### src/rtl/call_stack_pc_pkg.sv
// Shared CPU definitions for the call/return path: widths, reset vector,
// branch opcodes and the per-cycle stack operation encoding.
package call_stack_pc_pkg;

    localparam int CPU_AW       = 10;
    localparam int CPU_DEPTH    = 8;
    localparam int RESET_VECTOR = 0;

    localparam logic [5:0] OPC_BSR = 6'h2C;
    localparam logic [5:0] OPC_RET = 6'h2D;

    // What the PC/stack does this cycle once HOLD and RESET are out of the way.
    typedef enum logic [2:0] {
        OP_STEP     = 3'd0,
        OP_CALL     = 3'd1,
        OP_CALL_OVF = 3'd2,
        OP_RET      = 3'd3,
        OP_RET_UNF  = 3'd4
    } stack_op_e;

endpackage

### src/rtl/lifo_mem.sv
// Return-address storage: registered write, combinational read.
// Not reset; only entries below the current depth are ever meaningful.
module lifo_mem
    import call_stack_pc_pkg::*;
#(
    parameter int AW    = CPU_AW,
    parameter int DEPTH = CPU_DEPTH
) (
    input  logic                     clk,
    input  logic                     we,
    input  logic [$clog2(DEPTH)-1:0] waddr,
    input  logic [AW-1:0]            wdata,
    input  logic [$clog2(DEPTH)-1:0] raddr,
    output logic [AW-1:0]            rdata
);

    logic [AW-1:0] mem [DEPTH];

    always_ff @(posedge clk) begin
        if (we) begin
            mem[waddr] <= wdata;
        end
    end

    assign rdata = mem[raddr];

endmodule

### src/rtl/call_stack_pc.sv
// Program counter with a hardware return-address stack for bsr/ret.
// Return wins over call when both decode in the same cycle.
module call_stack_pc
    import call_stack_pc_pkg::*;
#(
    parameter int AW    = CPU_AW,
    parameter int DEPTH = CPU_DEPTH
) (
    input  logic                   CLK,
    input  logic                   RESET,
    input  logic                   HOLD,
    input  logic                   bsr_det,
    input  logic                   ret_det,
    input  logic [AW-1:0]          target,
    output logic [AW-1:0]          PC,
    output logic [$clog2(DEPTH):0] depth,
    output logic                   stack_empty,
    output logic                   stack_full,
    output logic                   overflow_err,
    output logic                   underflow_err
);

    localparam int PW = $clog2(DEPTH);
    localparam int DW = PW + 1;

    stack_op_e     op;
    logic          push;
    logic [AW-1:0] pc_inc;
    logic [AW-1:0] top_addr;
    logic [PW-1:0] rd_addr;

    assign pc_inc      = PC + AW'(1);
    assign stack_empty = (depth == '0);
    assign stack_full  = (depth == DW'(DEPTH));
    assign rd_addr     = depth[PW-1:0] - PW'(1);
    assign push        = !RESET && !HOLD && (op == OP_CALL);

    always_comb begin
        op = OP_STEP;
        if (ret_det) begin
            op = stack_empty ? OP_RET_UNF : OP_RET;
        end else if (bsr_det) begin
            op = stack_full ? OP_CALL_OVF : OP_CALL;
        end
    end

    always_ff @(posedge CLK) begin
        if (RESET) begin
            PC            <= AW'(RESET_VECTOR);
            depth         <= '0;
            overflow_err  <= 1'b0;
            underflow_err <= 1'b0;
        end else if (!HOLD) begin
            case (op)
                OP_CALL: begin
                    PC    <= target;
                    depth <= depth + DW'(1);
                end
                OP_RET: begin
                    PC    <= top_addr;
                    depth <= depth - DW'(1);
                end
                OP_CALL_OVF: begin
                    PC           <= pc_inc;
                    overflow_err <= 1'b1;
                end
                OP_RET_UNF: begin
                    PC            <= pc_inc;
                    underflow_err <= 1'b1;
                end
                default: PC <= pc_inc;
            endcase
        end
    end

    // Push writes the slot at the current depth; pop reads depth-1.
    lifo_mem #(
        .AW    (AW),
        .DEPTH (DEPTH)
    ) u_lifo_mem (
        .clk   (CLK),
        .we    (push),
        .waddr (depth[PW-1:0]),
        .wdata (pc_inc),
        .raddr (rd_addr),
        .rdata (top_addr)
    );

endmodule

### config.mk
export PLATFORM = sky130hd
export DESIGN_NAME = call_stack_pc
export DESIGN_NICKNAME = d
export VERILOG_FILES = /design/src/rtl/call_stack_pc_pkg.sv /design/src/rtl/lifo_mem.sv /design/src/rtl/call_stack_pc.sv
export SDC_FILE = /design/constraint.sdc
export NUM_CORES = 1
export LEC_CHECK = 0
export CORE_MARGIN = 3
export CORE_UTILIZATION = 40
export CTS_BUF_LIST = sky130_fd_sc_hd__clkbuf_2 sky130_fd_sc_hd__clkbuf_4 sky130_fd_sc_hd__clkbuf_8
export DETAILED_ROUTE_END_ITERATION = 7
export PLACE_DENSITY = 0.62
export SLEW_MARGIN = 15
export SYNTH_ARGS = -nofsm -noshare
export SYNTH_HDL_FRONTEND = slang
export SYNTH_SLANG_ARGS = --single-unit
### constraint.sdc
create_clock -name CLK -period 9.05 [get_ports CLK]
set_input_delay 1.81 -clock CLK [delete_from_list [all_inputs] [get_ports CLK]]
set_output_delay 1.81 -clock CLK [all_outputs]
set_load 0.02 [all_outputs]
After elaboration in Yosys (flattened, before gate mapping)
Memory sizes are Yosys's and may differ from the RTL's.
Index checks and enable logic that the tools add are counted.

storage, ports and cells
  register bits after elaboration = 16
  bits in writable memories = 80
  bits of input ports = 15
  output and inout bits = 18
  memories = 1

memory list
  memory          words  bits a word  read ports  clocked after Yosys merged registers in  write ports  RTL line        text
  u_lifo_mem.mem  8      10           1           0                                        1            lifo_mem.sv:17  logic [AW-1:0] mem [DEPTH];

operators by class
  $add $sub $neg = 4
  eq/ne operators = 5
  muxes and demuxes = 8
  bitwise gates (word level) = 1
  reduce and logical (&&, ||, !) cells = 9

operators with widths
  operator                                                                count
  10-bit one-hot mux with 2 select lines                                  1
  10-bit by 1-bit adder with 10-bit output (second input constant)        1
  4-bit one-hot mux with 2 select lines                                   1
  3-bit by 2-bit equality test with 1-bit output (second input constant)  2
  3-bit two-way mux                                                       2
  2-bit AND reduction                                                     3
  4-bit by 1-bit adder with 4-bit output (second input constant)          1
  4-bit equality test (second input constant)                             1
  4-bit zero test                                                         1
  2-bit two-way mux                                                       2
  4-bit by 1-bit subtractor with 4-bit output (second input constant)     1
  3-bit by 1-bit equality test with 1-bit output (second input constant)  1
  3-bit equality test (second input constant)                             1
  3-bit by 1-bit subtractor with 3-bit output (second input constant)     1
  1-bit logical AND                                                       2
  1-bit zero test                                                         2
  1-bit two-way mux                                                       2
  2-bit nonzero test                                                      1
  1-bit NOT                                                               1

Longest topological paths before layout
  depth after elaboration = 8
  gate-level depth with buffers = 12
  depth with buffers taken out = 9

Cells and area by module
From an unflattened synthesis, not the netlist that was laid out.

second synthesis, totals
  cells, all modules = 266
  area total of the unflattened synthesis = 4267.8 sq um

modules (own cells, without submodules)
  module         instances  cells each  area an instance (sq um)
  lifo_mem       1          128         3133.0
  call_stack_pc  1          138         1134.8

Least setup slack after synthesis
No wires, ideal clock.

  path type = input-to-reg
  start = in ret_det
  end = mem u_lifo_mem.mem[1][0] (netlist name) (enable)
  setup time = 0.403 ns
  arrival time = 3.655 ns
  data required time = 8.647 ns
  path slack = 4.991 ns
  cell stages on the path = 6
  cells stage by stage = buf_2 nand2b_1 a21oi_1 buf_2 nand3_1 nor4_1

on the way
  longest elaborated chain between the ends = 5

RTL lines
  what                                            RTL line             text
  start, declared                                 call_stack_pc.sv:13  input logic ret_det,
  3-bit two-way mux                               call_stack_pc.sv:40  if (ret_det) begin
  3-bit by 1-bit equality test with 1-bit output  call_stack_pc.sv:36  assign push = !RESET && !HOLD && (op == OP_CALL);
  1-bit logical AND                               call_stack_pc.sv:36
  1-bit two-way mux                               lifo_mem.sv:20       if (we) begin
  1-bit two-way mux (not written as such)         lifo_mem.sv:21       mem[waddr] <= wdata;
  end, declared                                   lifo_mem.sv:17

Every way passes these cells.

Worst setup path after layout
  start = reg depth[1]
  end = out stack_empty

on the way
  longest elaborated chain between the ends = 1

RTL lines
  what                    RTL line             text
  start, declared         call_stack_pc.sv:16  output logic [$clog2(DEPTH):0] depth,
  start signal, assigned  call_stack_pc.sv:57  depth <= depth + DW'(1);
  start signal, assigned  call_stack_pc.sv:61  depth <= depth - DW'(1);
  4-bit zero test         call_stack_pc.sv:33  assign stack_empty = (depth == '0);
  end, declared           call_stack_pc.sv:17  output logic stack_empty,

Every way passes these cells.

==> flow_metrics.tcl <==
set metrics [dict create \
    p_switching_uw 278 \
    grt_antenna_before_repair 0 \
    p_comb_share_pct 22.0 \
    htree_num_levels 3 \
    layout_common_cells "80 x edfxtp_1, 32 x clkdlybuf4s50_1, 16 x dfxtp_1" \
    crit_chain "inv_1 > ha_1 > or3b_1 > inv_1 > clkdlybuf4s50_1" \
    first_global_vias 2521 \
    holdCritPathClass "reg2reg" \
    worst_r2r_startpoint "depth[1]$_SDFFE_PP0P_" \
    drive_gt1_share_pct 18.2 \
    vias 2467 \
    critical_path.startpoint_type "flop" \
    areaGrowthSynthToFinish_pct 15.2 \
    grt_max_degree 26 \
    ir_drop_mv 0.0887 \
    drt-pass1-iter-count 5 \
    fillerInstances 888 \
    clock-sinks 96 \
    cts_buffers 9 \
    cp-end-kind "output port" \
    cell_internal_pwr_uw 724 \
    detail_route.wirelength_mm 9.68 \
    critical_path.reg2reg.endpoint "u_lifo_mem.mem[6][8]$_DFFE_PP_" \
    portBuffers 32 \
    critical_path_peak_fanout 9 \
    worstMarginPinSlew_ns 1.01 \
    ctsRootBufferMaster "clkbuf_8" \
    min_delay_endpoint "overflow_err$_SDFFE_PP0P_" \
    power_leakage_uw 0.00152 \
    post_synth_inst_count 265 \
    drt-initial-drc-count 270 \
    cap_viol_max_count 0 \
    post_drt_wl_per_cell_um 22.2 \
    post_synth_instance_area_um2 4190 \
    fp.dieW_um 108 \
    layout_commonest_cell "edfxtp_1" \
    seq_power_share_pct 50.9 \
    hold_violations 0 \
    power.density_nw_per_um2 208 \
    placeableCoreArea_um2 9950 \
    antenna-diode-count 0 \
    cts_hold_buffers 0 \
    worst-endpoint-arrival_ns 2.45 \
    clkPwrFrac_pct 27.1 \
    setup_repair_after_global_routing_missed_its_margin "false" \
    die_h_um 108 \
    final_max_slew_viols 0 \
    via_count_normalized_by_instance_count 5.66 \
    globalplace.congestion 0.805 \
    worst-path-buf-inv 3 \
    synth-seq-cells 96 \
    relSlewSlack_pct 32.1 \
    largest_delay_share_family_worst_path "buffers and inverters" \
    maximum_frequency_from_static_timing_analysis_ghz 0.235 \
    critical_path.slowest_cell "clkdlybuf4s50_1" \
    post-cts-setup-buffers 0 \
    rr_worst_depth 7 \
    antenna_left 0 \
    hold_path_startpoint "overflow_err$_SDFFE_PP0P_" \
    worst-endpoint-required_ns 7.24 \
    clk_path_buf_depth 2 \
    finalClockSkew_ns 0.00984 \
    outcome "finished, final reports clean" \
    timing_worst_setup_path_type "reg2out" \
    layout_min_cycle_time_ns 4.26 \
    path_clk_slew_ns 0.09 \
    yosysSeqAreaShare_pct 65.0 \
    grt_overflow 0 \
    die-area_um2 11700 \
    num-nets-final 316 \
    worstHoldPathCells 2 \
    io_pins 33 \
    detailed_place_hpwl_mm 6.58 \
    synth.avg_cell_area_um2 15.8 \
    grt_pass1_wl_mm 14.9 \
    yosysTopAreaCell "edfxtp_1" \
    crit_path_max_incr_delay_ns 0.61 \
    synth.lib_cells_used.distinct 42 \
    initial_utilization_pct 42.1 \
    multiInputGateArea_um2 1360 \
    cts_resized 0 \
    ys_top_cells_by_area "edfxtp_1 57%, mux4_2 8.1%, dfxtp_1 7.6%, mux4_1 3.1%, mux2_2 2.7%" \
    remaining_routing_drc_violations 0 \
    tritoncts "built" \
    clock_latency_ns 0.36 \
    grtUsageTotal_pct 17.7 \
    yosysWarningCount 0 \
    synthDominantCellAreaShare_pct 57.4 \
    min_period_over_period_pct 47.0 \
    power.share.switching_pct 27.7 \
    critical-path-top-cell-by-count "inv_1" \
    setup-violations-final 0 \
    reg2reg_slack_ns 5.99 \
    totalNegativeSetupSlack_ns 0 \
    register_area_um2 2720 \
    tightest_hold_margin_ns 0.497 \
    row_count 36 \
    postSynthNetCount 283 \
]
worst max-delay path by stage:
stage                               start                              to  slack (ns)  depth (start not counted)
floorplan                         ret_det  u_lifo_mem.mem[1][0]$_DFFE_PP_        4.99                          6
CTS                                  HOLD  u_lifo_mem.mem[0][4]$_DFFE_PP_        4.77                          4
global placement                     HOLD  u_lifo_mem.mem[0][8]$_DFFE_PP_        4.55                          4
global route        depth[1]$_SDFFE_PP0P_                      stack_full        4.66                          5
finish              depth[1]$_SDFFE_PP0P_                     stack_empty        4.79                          5
detailed placement                   HOLD  u_lifo_mem.mem[0][9]$_DFFE_PP_        4.40                          4
metal layers:
| layer | vias to the layer above | GRT usage [%] | wire length (um) |
|---|---|---|---|
| met5 | - | 0 | 0 |
| met4 | 0 | 5.41 | 144 |
| met3 | 11 | 4.00 | 533 |
| met2 | 88 | 27.4 | 4680 |
| met1 | 1247 | 25.3 | 4330 |
| li1 | 1121 | - | - |
cells by family (layout without fill, tap and decap cells):
family                     Yosys count  count (layout)  synth area share [%]
muxes                               30              30                  13.9
and+or+nand+nor                     56              56                  6.69
adders and majority gates            3               3                 0.896
AOI/OAI and AO/OA                   49              49                  8.57
xor gates and xnor gates             7               7                  1.91
buffers and inverters               24              62                  3.02
DFF                                 96              96                  65.0
per-stage QoR:
| stage | utilization, % | cells | setup slack [ns] | total power, uW | cell area [um2] |
|---|---|---|---|---|---|
| 6_report | 48.5 | 436 | 4.79 | 1000 | 4820 |
| 5_1_grt | 48.5 | 436 | 4.66 | 1040 | 4820 |
| 4_1_cts | 48.4 | 436 | 4.77 | 1010 | 4810 |
| 3_5_place_dp | 46.5 | 420 | 4.40 | 741 | 4620 |
| 3_3_place_gp | 46.5 | 420 | 4.55 | 740 | 4620 |
| 2_1_floorplan | - | 265 | 4.99 | 669 | 4190 |
area by class of cell:
class,count,share of cell area (%)
well taps,133,3.45
repair buffers,35,7.11
flip-flops and latches,96,56.4
clock buffers,10,2.72
clock inverters,6,1.22
multi-input cells,145,28.2
inverters,11,0.856
flip-flops by register name (all words and copies together) (netlist names):
| register | count |
|---|---|
| overflow_err | 1 |
| depth | 4 |
| underflow_err | 1 |
| u_lifo_mem.mem | 80 |
| PC | 10 |
power by group through the flow:
stage | registers, uW | logic (uW) | clock network, uW
after floorplan | 523 | 145 | 0
after global placement | 519 | 221 | 0
after detailed placement | 519 | 222 | 0
after CTS | 509 | 223 | 278
after global routing | 512 | 238 | 295
final | 510 | 221 | 272
worst register-to-register path, delay by kind of cell, from the launching register on:
kind	cells	cell delay, ns
simple gates	3	1.23
fa+ha+maj	1	0.29
flops	1	0.57
compound gates	1	0.18
buf+inv	2	0.40
cells in the mapped netlist, drive strengths merged:
master / number
o31a: 1
o221ai: 1
a221oi: 10
a311oi: 1
buf: 7
and2: 2
nor2: 13
nand4: 2
o31ai: 1
or3: 1
xor2: 3
nor4: 3
dfxtp: 16
a211oi: 1
edfxtp: 80
ha: 3
a21o: 2
and4b: 1
inv: 11
nor2b: 1
nand2b: 2
xnor2: 4
nand3: 8
mux4: 20
a21oi: 9
o21a: 4
nand2: 12
clkbuf: 6
a31oi: 6
a41oi: 1
nor3: 4
or3b: 1
a21boi: 1
or4: 1
mux2: 10
or2: 5
o21ai: 11
No activity file was read; power rests on OpenSTA's default activity.
